`src/rtl/gaussian_input_feeder.sv`:
```
// Pixel FIFO feeding the gaussian pull interface, with raster position tracking.
// Optional macro GAUSSIAN_FEEDER_UNDERFLOW_CHECK_EN enables the sticky underflow flag and its assertion.
module gaussian_input_feeder #(
  parameter int WIDTH = 16,
  parameter int DEPTH = 8,
  parameter int IMG_W = 64,
  parameter int IMG_H = 64
) (
  input  logic                       clk,
  input  logic                       rst_n,
  input  logic                       flush,
  input  logic                       in_valid,
  input  logic [WIDTH-1:0]           in_data,
  output logic                       in_ready,
  input  logic                       hw_input_stencil_op_hcompute_hw_input_global_wrapper_stencil_read_en,
  output logic [WIDTH-1:0]           hw_input_stencil_op_hcompute_hw_input_global_wrapper_stencil_read,
  output logic [$clog2(DEPTH):0]     fill_level,
  output logic [$clog2(IMG_W)-1:0]   col,
  output logic [$clog2(IMG_H)-1:0]   row,
  output logic                       frame_done,
  output logic                       underflow
);
  localparam int AW = $clog2(DEPTH);
  localparam int CW = $clog2(IMG_W);
  localparam int RW = $clog2(IMG_H);

  logic [WIDTH-1:0] mem [DEPTH];
  logic [AW-1:0]    wr_ptr, rd_ptr;
  logic [AW:0]      count;
  logic [WIDTH-1:0] last_q;
  logic             read_en, empty, push, pop;

  // rst_n is active-high despite its name
  assign read_en  = hw_input_stencil_op_hcompute_hw_input_global_wrapper_stencil_read_en;
  assign empty    = (count == '0);
  assign in_ready = (count != (AW+1)'(DEPTH));
  assign push     = in_valid && in_ready;
  assign pop      = read_en && !empty;

  assign hw_input_stencil_op_hcompute_hw_input_global_wrapper_stencil_read = empty ? last_q : mem[rd_ptr];
  assign fill_level = count;

  always_ff @(posedge clk) begin
    if (push && !flush) mem[wr_ptr] <= in_data;
  end

  always_ff @(posedge clk or posedge rst_n) begin
    if (rst_n) begin
      wr_ptr     <= '0;
      rd_ptr     <= '0;
      count      <= '0;
      last_q     <= '0;
      col        <= '0;
      row        <= '0;
      frame_done <= 1'b0;
    end else if (flush) begin
      wr_ptr     <= '0;
      rd_ptr     <= '0;
      count      <= '0;
      last_q     <= '0;
      col        <= '0;
      row        <= '0;
      frame_done <= 1'b0;
    end else begin
      frame_done <= 1'b0;
      if (push) wr_ptr <= wr_ptr + AW'(1);
      if (pop) begin
        rd_ptr <= rd_ptr + AW'(1);
        last_q <= mem[rd_ptr];
      end
      case ({push, pop})
        2'b10:   count <= count + (AW+1)'(1);
        2'b01:   count <= count - (AW+1)'(1);
        default: count <= count;
      endcase
      // the consumer used the slot even on an underflow, so position always advances
      if (read_en) begin
        if (col == CW'(IMG_W-1)) begin
          col <= '0;
          if (row == RW'(IMG_H-1)) begin
            row        <= '0;
            frame_done <= 1'b1;
          end else begin
            row <= row + RW'(1);
          end
        end else begin
          col <= col + CW'(1);
        end
      end
    end
  end

`ifdef GAUSSIAN_FEEDER_UNDERFLOW_CHECK_EN
  logic underflow_q;

  always_ff @(posedge clk or posedge rst_n) begin
    if (rst_n)                     underflow_q <= 1'b0;
    else if (flush)                underflow_q <= 1'b0;
    else if (read_en && empty)     underflow_q <= 1'b1;
  end

  assign underflow = underflow_q;

`ifndef SYNTHESIS
  underflow_read: assert property (@(posedge clk) disable iff (rst_n || flush) !(read_en && empty))
    else $error("gaussian_input_feeder: read while FIFO empty");
`endif
`else
  assign underflow = 1'b0;
`endif

endmodule
```
`config.mk`:
```
export PLATFORM = sky130hd
export DESIGN_NAME = gaussian_input_feeder
export DESIGN_NICKNAME = d
export VERILOG_FILES = /design/src/rtl/gaussian_input_feeder.sv
export SDC_FILE = /design/constraint.sdc
export NUM_CORES = 1
export LEC_CHECK = 0
export CAP_MARGIN = 5
export CORE_UTILIZATION = 30
export DETAILED_ROUTE_END_ITERATION = 16
export GPL_ROUTABILITY_DRIVEN = 0
export GPL_TIMING_DRIVEN = 1
export HOLD_SLACK_MARGIN = 0.03
export SLEW_MARGIN = 20
export SYNTH_ARGS = -nofsm -noshare
export SYNTH_HDL_FRONTEND = slang
export SYNTH_SLANG_ARGS = --single-unit
```
`constraint.sdc`:
```
create_clock -name clk -period 2.7 [get_ports clk]
set_clock_uncertainty 0.05 [all_clocks]
set_input_delay 0.405 -clock clk [delete_from_list [all_inputs] [get_ports clk]]
set_output_delay 0.405 -clock clk [all_outputs]
set_load 0.03 [all_outputs]
```
==> impl_results.md <==
- RSZ-0062 raised after global routing: true
- Number of setup violations in the final report: 0
- Yosys warnings: 0
- Detail Placement HPWL: 9.14 mm
- Syn Nets: 454
- GRT Total Usage: 0.129
- Max Slew Vio Count: 0
- Layout Nets: 527
- Routed WL: 14.2 mm
- Vias per inst: 4.86
- Clock Sinks: ~170
- First-pass GRT wire length: around 23 mm
- Most common cell after layout, fill and taps aside: edfxtp_1
- Static Leak: 2.94 nW
- Vias in the first global route: just over 4000
- Post-synthesis cell count: approximately 430
- CP required: around 2300 ps
- Total power draw: 9.03 mW
- Slew margin rel.: 0.518
- IO Pins: 56
- Post-synth EDFFs: 128
- Number of synthesized register bits: around 170
- P&R area growth vs syn: 23.2%
- CP Launch Type: flop
- Initial antenna violation count: 1
- CTS tree: yes
- First DRT Iteration DRCs: between 200 and 300
- Max Cap Viol: 0
- Fin cells: 797
- Placed cells: 765
- H-tree levels: 4
- Post-route DRC: 0
- Final period util: 0.983
- Post-synthesis sequential area ratio: 0.695
- CP endpoint kind: output port
- Maximum vdd ir drop: ~0.45 mV
- Slew @ Worst Pin: around 720 ps
- Clk_lat worst skew: around 430 ps
- Number of buffers created by CTS: 17
- Fmax: 0.377 GHz
- Die Y: 154 um
- Clk buf depth: 2
- Fin. Hold Viols: 0
- Mean cell area of the mapped netlist: around 16 um^2
- First-pass iteration count of the detailed router: 4
- Grt total ovfl: 0
- Layout cells sized above 1: 0.242
- Max incr delay on CP: around 530 ps
- Status: complete, no violations
- Predominant post-synthesis flop cell: edfxtp_1
- Core area: 22600 um^2
- Routed length per instance: 17.8 um
- Row Count: 55
- Hold_buf cts: 0
- Die area: 23700 um^2
- Ant diodes: 0
- Routed Antenna Nets: 0
- Synth cell types: 45
- Worst Hold Class: primary input to async pin
- Power Dens Cells: 1060 nW/um^2
- Period minus WS final: 2650 ps
- Async set-reset flop share out of synthesis: 0.234
- Mapped Area: 6940 um^2
- IO Port Bufs: 54
- Die Wd: 154 um
- Setup CP Type: flop to output port
- Final Core Density: 0.377
- Hold slack: roughly 350 ps
- Vias: 3875
- CP max-delay cell: mux4_2
- CP Data Arrival Time: 2200 ps
- Clock transition at path regs: 60 ps
- Critical-path maximum fanout: 17
- Critical path cell sequence: bufbuf_16, mux4_2, mux2i_2, a21oi_1, buf_4
- Commonest non-fill, non-tap cells in the layout: 128 x edfxtp_1, 51 x nor2_1, 38 x clkdlybuf4s50_1, 38 x buf_4, 36 x dfrtp_1
- Largest net degree at the start of global routing: 41
- Root Driver: clkbuf_16
- Starting Density: 0.306
## through the flow
step	instance area [um^2]	setup WS (ps)	TNS, ps
CTS	8530	18.3	0
floorplan	6950	150	0
global placement	7920	200	0
detailed placement	7920	145	0
global route	8540	-38.8	-241
finish	8540	45.5	0
## where the power goes
part / switching [mW] / total (mW) / internal (mW) / leakage [nW]
Combinational: 2.07 / 3.54 / 1.47 / 0.991
Sequential: 0.174 / 3.17 / 2.99 / 1.68
Clock: 0.970 / 2.33 / 1.36 / 0.267
Total: 3.22 / 9.03 / 5.82 / 2.94
## layer usage
metal  track usage  vias to the layer above  part of all wire
met5             0                        -           0.00077
met4        0.0605                        2             0.020
met3        0.0341                       25             0.057
met2         0.204                       93              0.47
met1         0.164                     1961              0.45
li1              -                     1794                 -
## final cells by class
class / instances / area (um^2)
clock inverters: 11 / 123
fillers: 2072 / 14100
repair buffers: 83 / 810
multi-input cells: 227 / 1980
inverters: 4 / 15.0
clock buffers: 20 / 437
flip-flops and latches: 167 / 4820
well taps: 285 / 357
## cells in the mapped netlist, types with 2 or more instances
library cell / n / area share
nand2b_1: 4 / 0.0036
buf_2: 7 / 0.0050
a211oi_1: 18 / 0.019
or4_1: 2 / 0.0022
a31oi_1: 2 / 0.0018
edfxtp_1: 128 / 0.55
inv_2: 2 / 0.0011
nand3_1: 8 / 0.0058
dfrtp_1: 39 / 0.14
and3_1: 4 / 0.0036
or3_1: 2 / 0.0018
clkbuf_1: 12 / 0.0065
xnor2_1: 3 / 0.0038
o21ai_0: 3 / 0.0022
inv_1: 2 / 0.0011
nor3_1: 8 / 0.0058
nor2_1: 51 / 0.028
a21oi_1: 26 / 0.019
nand2_1: 14 / 0.0076
ha_1: 6 / 0.011
mux2i_1: 17 / 0.025
mux4_2: 32 / 0.10
buf_6: 3 / 0.0049
buf_4: 6 / 0.0065
xor2_1: 8 / 0.010
## final timing paths
| check | startpoint | to | slack (ps) | cells past startpoint |
|---|---|---|---|---|
| setup / recovery | rd_ptr[0] | output port | 50 | 5 |
| hold / removal | rst_n | col[2] | 350 | 2 |
| setup reg to reg | fill_level[0] | fill_level[3] | 290 | 8 |
| hold reg to reg | last_q[4] | last_q[4] | 520 | 2 |
| max in group asynchronous | rst_n | row[0] | 1590 | 3 |
| min in group clk | last_q[4] | last_q[4] | 520 | 2 |
## registers in the layout, indices dropped and copies added, names as in the netlist
signal	count
last_q	16
row	6
rd_ptr	3
mem	128
col	6
wr_ptr	3
fill_level	4
frame_done	1
## cell families (layout without fill, tap and decap cells)
kind of cell,Yosys count,count (layout),synth area share
flip-flops,167,167,0.695
AND/OR/NAND/NOR,101,101,0.0689
AO/OA/AOI/OAI,58,58,0.0550
multiplexers,50,50,0.131
buffers and inverters,33,118,0.0256
XOR/XNOR,11,11,0.0139
adder cells (fa/ha/maj),6,6,0.0108
other,1,1,0.000541
## what timing repair did
item,4_1_cts,5_1_grt
pin swaps,0,1
setup buffers,0,0
setup endpoints to repair,9,17
gates resized for setup,7,4
cloned,1,0
## worst max-delay path, delay by kind of cell (launching register included)
kind	cells	cell delay (ps)
AOI/OAI and AO/OA	1	120
buffers and inverters	2	520
DFF	1	400
muxes	2	740
(Power assumes the default switching activity.)
